--- src/rtl/planta_envase_pkg.sv ---
// Shared definitions for the bottling station and its process controller:
// one-hot state bit positions, default phase durations, timer sizing helper.
package planta_envase_pkg;

  localparam int unsigned IDX_VAZIO       = 0;
  localparam int unsigned IDX_MOVENDO     = 1;
  localparam int unsigned IDX_POSICIONADA = 2;
  localparam int unsigned IDX_ENCHENDO    = 3;
  localparam int unsigned IDX_CHEIA       = 4;
  localparam int unsigned IDX_VEDANDO     = 5;
  localparam int unsigned N_STATES        = 6;

  localparam int T_MOTOR_DEF = 4;
  localparam int T_FILL_DEF  = 8;
  localparam int T_SEAL_DEF  = 2;

  typedef enum logic [N_STATES-1:0] {
    VAZIO       = 6'b000001 << IDX_VAZIO,
    MOVENDO     = 6'b000001 << IDX_MOVENDO,
    POSICIONADA = 6'b000001 << IDX_POSICIONADA,
    ENCHENDO    = 6'b000001 << IDX_ENCHENDO,
    CHEIA       = 6'b000001 << IDX_CHEIA,
    VEDANDO     = 6'b000001 << IDX_VEDANDO
  } estado_t;

  function automatic int tmr_width(input int a, input int b, input int c);
    int m;
    m = (a > b) ? a : b;
    m = (m > c) ? m : c;
    return (m < 2) ? 1 : $clog2(m + 1);
  endfunction

endpackage

--- src/rtl/planta_envase_temporizador.sv ---
// Shared phase timer: synchronous clear has priority over count enable.
module temporizador #(
  parameter int W = 4
) (
  input  logic         clk,
  input  logic         reset,
  input  logic         clr,
  input  logic         en,
  output logic [W-1:0] count
);

  always_ff @(posedge clk or negedge reset) begin
    if (!reset)   count <= '0;
    else if (clr) count <= '0;
    else if (en)  count <= count + 1'b1;
  end

endmodule

--- src/rtl/planta_envase.sv ---
// Bottling station: move, fill and seal one bottle at a time, counting sealed
// bottles and freezing on any illegal command until reset.
module planta_envase
  import planta_envase_pkg::*;
#(
  parameter int T_MOTOR = T_MOTOR_DEF,
  parameter int T_FILL  = T_FILL_DEF,
  parameter int T_SEAL  = T_SEAL_DEF,
  parameter int CNT_W   = 8
) (
  input  logic             clk,
  input  logic             reset,
  input  logic             M,
  input  logic             EV,
  input  logic             VE,
  output logic             presenca,
  output logic             cheia,
  output logic             vedada,
  output logic [CNT_W-1:0] contador,
  output logic             erro,
  output logic [5:0]       state
);

  localparam int TW = tmr_width(T_MOTOR, T_FILL, T_SEAL);
  // The entry edge counts as the first command cycle, so a phase ends when
  // the timer is about to reach T-1.
  localparam logic [TW-1:0] LAST_MOTOR = TW'(T_MOTOR - 2);
  localparam logic [TW-1:0] LAST_FILL  = TW'(T_FILL - 2);
  localparam logic [TW-1:0] LAST_SEAL  = TW'(T_SEAL - 2);

  estado_t       state_q, state_d;
  logic [TW-1:0] timer;
  logic          ilegal, congelado, selado, cmd, tmr_clr, tmr_en;

  always_comb begin
    ilegal = (M & EV) | (M & VE) | (EV & VE);
    if (EV && !(state_q inside {POSICIONADA, ENCHENDO})) ilegal = 1'b1;
    if (VE && !(state_q inside {CHEIA, VEDANDO}))        ilegal = 1'b1;
    if (M && (state_q inside {ENCHENDO, CHEIA, VEDANDO})) ilegal = 1'b1;
  end

  assign congelado = erro | ilegal;

  always_comb begin
    state_d = state_q;
    selado  = 1'b0;
    cmd     = 1'b0;
    if (!congelado) begin
      unique case (state_q)
        VAZIO:       if (M) state_d = MOVENDO;
        MOVENDO: begin
          cmd = M;
          if (M && timer == LAST_MOTOR) state_d = POSICIONADA;
        end
        POSICIONADA: begin
          if (EV)     state_d = ENCHENDO;
          else if (M) state_d = MOVENDO;
        end
        ENCHENDO: begin
          cmd = EV;
          if (EV && timer == LAST_FILL) state_d = CHEIA;
        end
        CHEIA:       if (VE) state_d = VEDANDO;
        VEDANDO: begin
          cmd = VE;
          if (VE && timer == LAST_SEAL) begin
            state_d = VAZIO;
            selado  = 1'b1;
          end
        end
        default:     state_d = VAZIO;
      endcase
    end
    tmr_clr = (state_d != state_q);
    tmr_en  = cmd & ~tmr_clr;
  end

  temporizador #(.W(TW)) u_temporizador (
    .clk   (clk),
    .reset (reset),
    .clr   (tmr_clr),
    .en    (tmr_en),
    .count (timer)
  );

  always_ff @(posedge clk or negedge reset) begin
    if (!reset) begin
      state_q  <= VAZIO;
      presenca <= 1'b0;
      cheia    <= 1'b0;
      vedada   <= 1'b0;
      contador <= '0;
      erro     <= 1'b0;
    end else begin
      state_q  <= state_d;
      presenca <= state_d inside {POSICIONADA, ENCHENDO, CHEIA, VEDANDO};
      cheia    <= state_d inside {CHEIA, VEDANDO};
      vedada   <= selado;
      if (selado) contador <= contador + 1'b1;
      erro     <= erro | ilegal;
    end
  end

  assign state = state_q;

endmodule

--- config.mk ---
export PLATFORM = sky130hd
export DESIGN_NAME = planta_envase
export DESIGN_NICKNAME = d
export VERILOG_FILES = /design/src/rtl/planta_envase_pkg.sv /design/src/rtl/planta_envase_temporizador.sv /design/src/rtl/planta_envase.sv
export SDC_FILE = /design/constraint.sdc
export NUM_CORES = 1
export LEC_CHECK = 0
export CORE_ASPECT_RATIO = 0.75
export CORE_MARGIN = 2
export CORE_UTILIZATION = 48
export CTS_BUF_LIST = sky130_fd_sc_hd__clkbuf_16
export DETAILED_ROUTE_END_ITERATION = 8
export PLACE_DENSITY = 0.72
export SETUP_SLACK_MARGIN = 0.05
export SYNTH_ARGS = -nofsm -noshare
export SYNTH_HDL_FRONTEND = slang
export SYNTH_SLANG_ARGS = --single-unit
export TNS_END_PERCENT = 5
--- constraint.sdc ---
create_clock -name clk -period 2.2 [get_ports clk]
set_input_delay 0.33 -clock clk [delete_from_list [all_inputs] [get_ports clk]]
set_output_delay 0.33 -clock clk [all_outputs]
set_load 0.01 [all_outputs]
==> results of run 1 <==
==> how the worst min path moves through the flow <==
stage	endpoint	slack, ns	cells past startpoint
floorplan	cheia	0.03	0
global placement	contador[7]	0.46	1
detailed placement	contador[7]	0.47	1
CTS	erro	0.44	2
global route	state[5]	0.45	2
finish	erro	0.43	2
==> worst max-delay path, stage by stage (launching register included) <==
cell     delay, ns
dfrtp_2       0.49
nor4_4        0.42
nand2_2       0.13
a21o_4        0.27
o31a_1        0.27
or2_4         0.25
or4_1         0.51
a31oi_2       0.20
==> Yosys cell counts (2+ instances only) <==
cell type | n | area, µm²
nand4_1 | 4 | 25.02
mux2_2 | 2 | 22.52
o32a_2 | 2 | 22.52
a31oi_1 | 2 | 12.51
nor4b_1 | 2 | 17.52
o211ai_1 | 2 | 15.01
nand3b_1 | 2 | 15.01
nand2_1 | 12 | 45.04
a211oi_1 | 2 | 15.01
a21oi_1 | 5 | 25.02
nor2b_1 | 2 | 12.51
buf_4 | 2 | 15.01
nor2_1 | 9 | 33.78
nor3b_1 | 2 | 15.01
nor4_1 | 4 | 25.02
nand3_1 | 6 | 30.03
o21ai_0 | 3 | 15.01
dfrtp_1 | 21 | 525.5
o31a_1 | 2 | 17.52
o2bb2ai_1 | 2 | 17.52
a22o_1 | 2 | 17.52
a22oi_1 | 2 | 15.01
and3_1 | 2 | 12.51
xor2_1 | 4 | 35.03
nor3_1 | 4 | 20.02
buf_6 | 3 | 33.78
o21a_1 | 2 | 15.01
inv_1 | 8 | 30.03
ha_1 | 4 | 50.05
buf_2 | 2 | 10.01
o31ai_1 | 3 | 22.52
xnor2_1 | 5 | 43.79
==> metal layers <==
layer / up-vias / GRT usage [%]
met5: - / 0
met4: 0 / 8.497
met3: 26 / 7.115
met2: 107 / 50.00
met1: 786 / 32.97
li1: 738 / -
==> cell families after synthesis <==
family / Yosys count
and+or+nand+nor: 65
AOI/OAI and AO/OA: 39
DFF: 22
buffers and inverters: 18
xor gates and xnor gates: 9
adders and majority gates: 4
muxes: 2
==> report_power, final <==
group / internal (W) / total [W] / switching [W]
Clock: 0.000361 / 0.000509 / 0.000147
Sequential: 0.000409 / 0.000415 / 0.00000612
Combinational: 0.0000662 / 0.000134 / 0.0000675
==> metrics by stage <==
stage	area (µm²)	worst slack (ns)	util [%]	instances	power, W
after floorplan	1523	-0.3046	-	159	0.0004725
after global placement	2135	-0.4162	71.68	264	0.0005337
after detailed placement	2135	-0.5046	71.68	264	0.0005382
after CTS	2300	-0.3317	77.23	268	0.001053
after global routing	2379	-0.5311	79.87	269	0.001087
final	2379	-0.4298	79.87	269	0.001058
==> registers in the layout (all words and copies together) (netlist names) <==
signal                count
u_temporizador.count      4
presenca                  1
erro                      1
contador                  8
cheia                     1
vedada                    1
state                     6
==> what timing repair did <==
| action | in CTS | in global routing |
|---|---|---|
| resized for setup | 13 | 11 |
| setup buffers | 0 | 1 |
| setup endpoints to repair | 15 | 19 |
| pin swaps | 7 | 5 |
==> cell type report <==
type | instances | area (µm²) | area share, %
multi-input cells | 119 | 987.2 | 41.50
repair buffers | 77 | 649.4 | 27.30
flip-flops and latches | 22 | 555.5 | 23.36
clock buffers | 3 | 75.07 | 3.156
well taps | 38 | 47.55 | 1.999
inverters | 9 | 33.78 | 1.420
clock inverters | 1 | 30.03 | 1.262
==> impl_results.md, run 1 <==
* Initial core utilization at 51.13%
* CP Capture Point: presenca
* CP Max Fanout at 7
* Register area share after synthesis at 36.24%
* Pleak at 1.076 nW
* Total CTS buffers at 3
* DRC errors left at 0
* CP Capture Type: flip-flop
* Type of the tightest min-delay check: input port to async pin
* Syn Area/Cell at 9.577 µm²
* Register-to-register setup slack at -0.43 ns
* Number of flops mapped to enable cells by yosys at 0
* Crit path from: state[1]
* Synthesized Nets at 168
* Fillers at between 150 and 200
* Rel. slew slack at 66.45%
* Reg2reg start: state[1]
* Post-Synth XOR/XNOR Area at 5.177%
* Crit path time final at ~2.6 ns
* Hold Buf Count CTS at 0
* Die area at 3643 µm²
* Crit start category: flip-flop
* DRT iter0 DRCs at 166
* Vias in the first global route at 1,552
* Async set or reset register ratio after synthesis at 100.0%
* Failing checks: setup timing
* Share of cells above drive strength 1 at 41.13%
* Detail Placement HPWL at between 3000 and 4000 µm
* Worst-path clk slew at 0.06 ns
* Fmax achieved at around 380 MHz
* Total Wirelength at 5148 µm
* Ys Warns at 0
* Status: finished, violations left
* Worst EP arrival at between 2 and 3 ns
* Grt ovf at 0
* PwrDens at 444.7 nW/µm²
* Skew final at 0.002099 ns
* Fin. Hold Viols at 0
* Gate Count Post-Synth at 159
* Wl on met1 at 2028 µm
* Number of diodes at 0
* Maximum vdd ir drop at 0.0004757 V
* Library cells used by synthesis at 62
* Fraction of the mapped netlist area in adder cells at ~3.3%
* Worst path required time at 2.37 ns
* Die width at 69.04 µm
* # nets final at 241
* Post-synthesis compound-gate area fraction at approximately a fifth
* Area Overhead vs Synth at 56.20%
* Met3 Wirelength at 439 µm
* Post-synthesis instance area at 1523 µm²
* I/O pins at 23
* Simple-gate share of the synthesized area at 26.54%
* Primary FF master, synth: dfrtp_1
* Reg-to-reg endpoint: presenca
* Max Slew Vio Count at 0
* Most frequent cells in the layout: 53 x buf_4, 22 x clkdlybuf4s50_1, 18 x dfrtp_1, 11 x nand2_1, 9 x nor2_1
* Slew of the pin with the lowest slew margin at approximately 0.5 ns
* DR WL/cell at between 15 and 20 µm
* Final WS setup at -0.4298 ns
* Final GP Congestion at 0.9082
* Hold_ws at roughly 0.43 ns
* Finish-stage setup viols at 14
* Crit path kind: flip-flop to flip-flop
* Clock buffer depth at 2
* First-pass GRT wire length at 7672 µm
* Multiplexer area fraction after synthesis at approximately 1.5%
* Clock sinks at 22
* Vias per cell at 6.160
* Via count at 1,657
* Max-cap violations at 0
* Root Driver: clkbuf_16
* Die H at 52.78 µm
* Largest family of logic cells by synthesized area: simple AND/OR/NAND/NOR gates
* Port bufs at 22
* H-tree depth at 1
* Commonest non-fill, non-tap cell in the layout: buf_4
* Later-pin clock latency in the skew report at 0.25 ns
* RSZ-0062 raised after global routing: yes
* R2R cell count at 7
* Initial antenna violation count at 0
* Rows at 17
* Final worst-path cycle share at 119.5%
* Synth Register Bits at 22
* Core area at between 2000 and 3000 µm²
* CTS tree: yes
* Largest net degree at the start of global routing at 23
* GRT Total Usage at 27.70%
* Setup_tns at -2.649 ns
* Met2 wire length at 2495 µm
* DRT Pass-1 Iters at 5
* Top Metal Used: met4
* Antenna Nets Post-Route at 0
Power figures use the tool's default switching activity.
==> inputs of run 2 (changes only) <==
--- a/config.mk
+++ b/config.mk
@@ -11,6 +11,7 @@
 export CTS_BUF_LIST = sky130_fd_sc_hd__clkbuf_16
 export DETAILED_ROUTE_END_ITERATION = 8
 export PLACE_DENSITY = 0.72
+export REMOVE_ABC_BUFFERS = 1
 export SETUP_SLACK_MARGIN = 0.05
 export SYNTH_ARGS = -nofsm -noshare
 export SYNTH_HDL_FRONTEND = slang
==> run 2 against run 1 <==
Compared with the run above:
- the run still ends with setup timing left
- sequential power barely moved
- global-route usage grew 5.6 points
- die area stayed put
- wire length increased by 33%
- flip-flop and latch count stayed put
- clock skew rose by 0.0031 ns
- cell area up 9.4%
- maximum frequency down 0.15%
- non-clock buffer count rose by 7
- sequential share of layout area fell by 2.0 points
==> impl_results.md, run 2 (synthesis gave the netlist of run 1 again) <==
* I/O pins at 23 (unchanged)
* Pleak at 1.159 nW (was 1.076 nW)
* Clk network pwr share at 47.3% (was 48.1%)
* GRT Total Usage at 33.29% (was 27.70%)
* Commonest non-fill, non-tap cell in the layout: buf_4 (unchanged)
* Delay of the slowest critical-path stage at 0.48 ns (was 0.51 ns)
* Rows at 17 (unchanged)
* Area Overhead vs Synth at 70.91% (was 56.20%)
* Sequential Power Share at 38.3% (was 39.3%)
* CP Max Fanout at 5 (was 7)
* Initial antenna violation count at 0 (unchanged)
* Final worst-path cycle share at 119.7% (was 119.5%)
* Initial core utilization at 51.13% (unchanged)
* Worst path required time at 2.34 ns (was 2.37 ns)
* Grt ovf at 0 (unchanged)
* # nets final at 248 (was 241)
* Critical path buffers and inverters at 3 (was 0)
* Crit path cell chain: nor4_4 -> buf_4 -> nand3b_1 -> o2bb2ai_4 -> buf_4 -> o32a_4 -> buf_4 -> nor3_4 -> nand4bb_4 -> a31oi_4 (was nor4_4 -> nand2_2 -> a21o_4 -> o31a_1 -> or2_4 -> or4_1 -> a31oi_2)
* Vias in the first global route at 1,687 (was 1,552)
* Crit path time final at 2.634 ns (was 2.630 ns)
* Later-pin clock latency in the skew report at 0.26 ns (was 0.25 ns)
* Detail Placement HPWL at 3712 µm (was 3534 µm)
* Total CTS buffers at 3 (unchanged)
* Crit start category: flip-flop (unchanged)
* CP max-delay cell: dfrtp_2 (was or4_1)
* Maximum vdd ir drop at 0.0004434 V (was 0.0004757 V)
* Combinational fraction of design power at 14.4% (was 12.6%)
* Antenna Nets Post-Route at 0 (unchanged)
* Setup_tns at -2.924 ns (was -2.649 ns)
* Failing checks: setup timing (unchanged)
* Fin. Hold Viols at 0 (unchanged)
* DR WL/cell at 24.76 µm (was 19.14 µm)
* DRT iter0 DRCs at 262 (was 166)
* P_int at 0.0008436 W (was 0.0008367 W)
* Vias per cell at 6.721 (was 6.160)
* Rel. slew slack at 60.95% (was 66.45%)
* Slew of the pin with the lowest slew margin at 0.5840 ns (was 0.4998 ns)
* Root Driver: clkbuf_16 (unchanged)
* Crit path kind: flip-flop to flip-flop (unchanged)
* Type of the tightest min-delay check: input port to async pin (unchanged)
* Hold Buf Count CTS at 0 (unchanged)
* Place WS at -0.5363 ns (was -0.5046 ns)
* Die area at 3643 µm² (unchanged)
* Sw power at 0.0002425 W (was 0.0002210 W)
* Most frequent cell on the critical path: buf_4
* Number of diodes at 0 (unchanged)
* RSZ-0062 raised after global routing: yes (unchanged)
* Largest net degree at the start of global routing at 14 (was 23)
* PwrDens at 417.3 nW/µm² (was 444.7 nW/µm²)
* Final WS setup at -0.4336 ns (was -0.4298 ns)
* DRT Pass-1 Iters at 5 (unchanged)
* Port bufs at 22 (unchanged)
* Tot Pwr at 0.001086 W (was 0.001058 W)
* Clock sinks at 22 (unchanged)
* Worst EP arrival at 2.77 ns (was 2.80 ns)
* Die H at 52.78 µm (unchanged)
* CP Capture Type: flip-flop (unchanged)
* Core area at 2978 µm² (unchanged)
* Finish-stage setup viols at 14 (unchanged)
* Most flop-heavy register: contador (unchanged)
* Skew final at 0.005183 ns (was 0.002099 ns)
* Worst-path clk slew at 0.06 ns (about the same)
* Max Slew Vio Count at 0 (unchanged)
* Fmax achieved at 379.7 MHz (was 380.3 MHz)
* Number of flip-flops in the largest register at 8 (unchanged)
* Die width at 69.04 µm (unchanged)
* CTS tree: yes (unchanged)
* Share of cells above drive strength 1 at 50.84% (was 41.13%)
* Via count at 1,855 (was 1,657)
* Sw Share at 22.33% (was 20.89%)
* Status: finished, violations left (unchanged)
* Final GP Congestion at 1.020 (was 0.9082)
* Clock buffer depth at 2 (unchanged)
* H-tree depth at 1 (unchanged)
* Total Wirelength at 6834 µm (was 5148 µm)
* Kind of cell adding the most delay to the critical path: simple AND/OR/NAND/NOR gates (unchanged)
* Most frequent cells in the layout: 55 x buf_4, 21 x clkdlybuf4s50_1, 17 x dfrtp_1, 11 x nand2_1, 9 x nor2_1 (was 53 x buf_4, 22 x clkdlybuf4s50_1, 18 x dfrtp_1, 11 x nand2_1, 9 x nor2_1)
* DRC errors left at 0 (unchanged)
* Max-cap violations at 0 (unchanged)
* Fillers at 121 (was 181)
* First-pass GRT wire length at 9232 µm (was 7672 µm)
[run 2: cell types whose count changed in the layout (fill, tap and decap cells not counted), sizes merged]
| cell | delta |
|---|---|
| buf | +7 |
| clkdlybuf4s50 | -1 |
| dlymetal6s2s | +1 |
[run 2: path summary, 6_finish.rpt]
check / endpoint / from / cells after the start / slack, ns
worst min-delay path: erro / reset / 1 / 0.44
max in group asynchronous: state[2] / reset / 2 / 1.16
worst max-delay path: presenca / state[3] / 10 / -0.43
worst min register to register: contador[6] / contador[6] / 1 / 0.53
worst max register to register: presenca / state[3] / 10 / -0.43
min in group clk: contador[6] / contador[6] / 1 / 0.53
[run 2: through the flow]
step                      utilization (%)  area, µm²  cells  hold slack [ns]
after floorplan                         -       1449    150          0.03441
final                               87.40       2603    276           0.4422
after global routing                87.40       2603    276           0.5002
after CTS                           79.66       2372    272           0.4508
after global placement              71.26       2122    264           0.4588
after detailed placement            71.26       2122    264           0.4759
[run 2: power by group through the flow]
stage	Combinational (W)	Sequential, W	Clock [W]
after floorplan	0.0000415	0.000423	0
after global placement	0.000112	0.000421	0
after detailed placement	0.000116	0.000421	0
after CTS	0.000123	0.000415	0.000506
after global routing	0.000163	0.000416	0.000533
final	0.000157	0.000416	0.000514
[run 2: cell type report]
cell class | count | area (µm²) | share of cell area [%]
multi-input cells | 119 | 1145 | 43.99
repair buffers | 84 | 714.4 | 27.45
flip-flops and latches | 22 | 556.8 | 21.39
clock buffers | 3 | 75.07 | 2.885
well taps | 38 | 47.55 | 1.827
inverters | 9 | 33.78 | 1.298
clock inverters | 1 | 30.03 | 1.154
[run 2: what timing repair did]
action | CTS | global route
resized for setup | 24 | 34
hold endpoints to repair | 0 | 0
pin swaps | 17 | 20
setup endpoints to repair | 14 | 17
buffers inserted | 4 | 4
[run 2: routing by layer]
metal	wire length (µm)	track usage [%]	share of wire [%]
met1	2611	43.27	38
met2	3119	57.85	46
met3	781	8.077	11
met4	322	5.556	4.7
met5	0	0	0
==> inputs of run 3 (changes only) <==
--- a/config.mk
+++ b/config.mk
@@ -7,10 +7,11 @@
 export LEC_CHECK = 0
 export CORE_ASPECT_RATIO = 0.75
 export CORE_MARGIN = 2
-export CORE_UTILIZATION = 48
+export CORE_UTILIZATION = 53
 export CTS_BUF_LIST = sky130_fd_sc_hd__clkbuf_16
+export CTS_CLUSTER_SIZE = 16
 export DETAILED_ROUTE_END_ITERATION = 8
-export PLACE_DENSITY = 0.72
+export PLACE_DENSITY = 0.78
 export REMOVE_ABC_BUFFERS = 1
 export SETUP_SLACK_MARGIN = 0.05
 export SYNTH_ARGS = -nofsm -noshare
==> constraint.sdc (replaced) <==
create_clock -name clk -period 2.5 [get_ports clk]
set_input_delay 0.375 -clock clk [delete_from_list [all_inputs] [get_ports clk]]
set_output_delay 0.375 -clock clk [all_outputs]
set_load 0.01 [all_outputs]
==> run 3 against run 2 <==
Compared with the run above:
- global-route usage decreased by 0.97 points
- the flow still finishes with violations (setup timing)
- cell area fell by 12%
- core utilization down 1.6 points
- cell count shrank 7.2%
- die area down 8.8%
- wire length fell by 24%
- critical path depth is 1 lower
- maximum frequency rose by 2.2%
- register-to-register slack better by 0.36 ns
- via count is 11% lower
- total power is 15% lower
- flip-flop and latch count is the same
==> impl_results.md, run 3 (synthesis gave the netlist of run 1 again) <==
* Status: finished, violations left (unchanged)
* Failing checks: setup timing (unchanged)
* Met2 usage at 50.84% (was 57.85%)
* Final GP Congestion at 0.9674 (was 1.020)
* Most frequent cells in the layout: 44 x buf_4, 21 x clkdlybuf4s50_1, 18 x dfrtp_1, 12 x nand2_1, 9 x nor2_1 (was 55 x buf_4, 21 x clkdlybuf4s50_1, 17 x dfrtp_1, 11 x nand2_1, 9 x nor2_1)
* Crit path time final at 2.577 ns (was 2.634 ns)
* DRC errors left at 0 (unchanged)
* Later-pin clock latency in the skew report at 0.26 ns (about the same)
* Total CTS buffers at 3 (unchanged)
* Kind of cell adding the most delay to the critical path: simple AND/OR/NAND/NOR gates (unchanged)
* Antenna Nets Post-Route at 0 (unchanged)
* Skew final at 0.002473 ns (was 0.005183 ns)
* Initial core utilization at 57.19% (was 51.13%)
* Die area at 3322 µm² (was 3643 µm²)
* I/O pins at 23 (unchanged)
* Final worst-path cycle share at 103.1% (was 119.7%)
* Fin. Hold Viols at 0 (unchanged)
* Crit path cell chain: nor4_1 -> buf_4 -> a31o_2 -> a21o_1 -> buf_4 -> nor4b_2 -> or2_4 -> or4_1 -> a31oi_1 (was nor4_4 -> buf_4 -> nand3b_1 -> o2bb2ai_4 -> buf_4 -> o32a_4 -> buf_4 -> nor3_4 -> nand4bb_4 -> a31oi_4)
* # nets final at 230 (was 248)
* Most frequent cell on the critical path: buf_4 (unchanged)
* Place WS at -0.2472 ns (was -0.5363 ns)
* Vias in the first global route at 1,588 (was 1,687)
* Die width at 65.89 µm (was 69.04 µm)
* CTS tree: yes (unchanged)
* Number of flip-flops in the largest register at 8 (unchanged)
* Commonest non-fill, non-tap cell in the layout: buf_4 (unchanged)
* Fillers at 127 (was 121)
* Die H at 50.42 µm (was 52.78 µm)
* Finish-stage setup viols at 2 (was 14)
* Grt ovf at 0 (unchanged)
* DRT iter0 DRCs at 217 (was 262)
* Max Slew Vio Count at 0 (unchanged)
* H-tree depth at 1 (unchanged)
* Reg2reg start: state[1] (was state[3])
* Most flop-heavy register: contador (unchanged)
* Grt peak-use layer: met2 (unchanged)
* Root Driver: clkbuf_16 (unchanged)
* Hold Buf Count CTS at 0 (unchanged)
* Vias per cell at 6.469 (was 6.721)
* CP Capture Type: flip-flop (unchanged)
* Largest net degree at the start of global routing at 23 (was 14)
* GR met1 Demand/Resource at 43.55% (was 43.27%)
* Hold_ws at 0.4620 ns (was 0.4422 ns)
* CP Max Fanout at 6 (was 5)
* DRT Pass-1 Iters at 5 (unchanged)
* Crit path from: state[1] (was state[3])
* Rel. slew slack at 71.64% (was 60.95%)
* Pleak at 1.026 nW (was 1.159 nW)
* Type of the tightest min-delay check: input port to async pin (unchanged)
* Worst EP arrival at 2.74 ns (was 2.77 ns)
* Number of diodes at 0 (unchanged)
* Setup_tns at -0.1140 ns (was -2.924 ns)
* M3 GR Usage at 7.399% (was 8.077%)
* Clock buffer depth at 2 (unchanged)
* Total Wirelength at 5225 µm (was 6834 µm)
* Area Overhead vs Synth at 50.04% (was 70.91%)
* Clock sinks at 22 (unchanged)
* Initial antenna violation count at 0 (unchanged)
* Detail Placement HPWL at 3173 µm (was 3712 µm)
* Core area at 2663 µm² (was 2978 µm²)
* Fmax achieved at 388.1 MHz (was 379.7 MHz)
* Worst path required time at 2.67 ns (was 2.34 ns)
* Maximum vdd ir drop at 0.0003725 V (was 0.0004434 V)
* DR WL/cell at 20.41 µm (was 24.76 µm)
* Worst-path clk slew at 0.06 ns (about the same)
* Tot Pwr at 0.0009191 W (was 0.001086 W)
* Critical path buffers and inverters at 2 (was 3)
* Share of cells above drive strength 1 at 38.64% (was 50.84%)
* Crit start category: flip-flop (unchanged)
* CP max-delay cell: or4_1 (was dfrtp_2)
* Final WS setup at -0.07676 ns (was -0.4336 ns)
* Crit path kind: flip-flop to flip-flop (unchanged)
* Via count at 1,656 (was 1,855)
* Port bufs at 22 (unchanged)
* GRT Total Usage at 32.32% (was 33.29%)
* RSZ-0062 raised after global routing: yes (unchanged)
* Max-cap violations at 0 (unchanged)
* Slew of the pin with the lowest slew margin at 0.4239 ns (was 0.5840 ns)
* Delay of the slowest critical-path stage at 0.51 ns (was 0.48 ns)
* First-pass GRT wire length at 7969 µm (was 9232 µm)
* PwrDens at 402.3 nW/µm² (was 417.3 nW/µm²)
* Rows at 16 (was 17)
* Final core utilization at 85.81% (was 87.40%)
run 3: area by class of cell:
type | count | area [µm²] | share of cell area, %
tap | 36 | 45.04 | 1.972
inverter | 9 | 33.78 | 1.479
sequential | 22 | 555.5 | 24.32
clock inverter | 1 | 30.03 | 1.314
multi-input combinational | 119 | 992.2 | 43.43
clock buffer | 3 | 75.07 | 3.286
timing repair buffer | 66 | 553.0 | 24.21
run 3: per-stage QoR:
| step | instances | area [µm²] |
|---|---|---|
| 6_report | 256 | 2285 |
| 3_3_place_gp | 248 | 2014 |
| 5_1_grt | 256 | 2285 |
| 3_5_place_dp | 248 | 2014 |
| 2_1_floorplan | 150 | 1449 |
| 4_1_cts | 256 | 2213 |
run 3: metal layers:
layer,vias to the layer above,share of wire (%)
met4,0,4.1
li1,715,-
met2,142,46
met3,33,11
met5,-,0
met1,766,39
run 3: power breakdown:
part	switching (W)	internal, W
logic	0.0000597	0.0000493
registers	0.00000377	0.000360
clock network	0.000128	0.000318
total	0.000192	0.000727
run 3: final timing paths:
check	to	slack, ns	depth (start not counted)
min in group clk	contador[7]	0.50	1
hold / removal	erro	0.46	2
max in group asynchronous	state[0]	1.77	2
hold reg to reg	contador[7]	0.50	1
setup reg to reg	presenca	-0.08	9
setup / recovery	presenca	-0.08	9
run 3: worst register-to-register path: stages, from the launching register on:
cell and delay, ns:
dfrtp_2 0.44, nor4_1 0.32, buf_4 0.19, a31o_2 0.17, a21o_1 0.15, buf_4 0.18, nor4b_2 0.07, or2_4 0.24
or4_1 0.51, a31oi_1 0.22
run 3: timing repair:
action	4_1_cts	5_1_grt
pin swaps	3	5
gates resized for setup	10	15
setup buffers	4	0
endpoints found under the setup margin	10	13
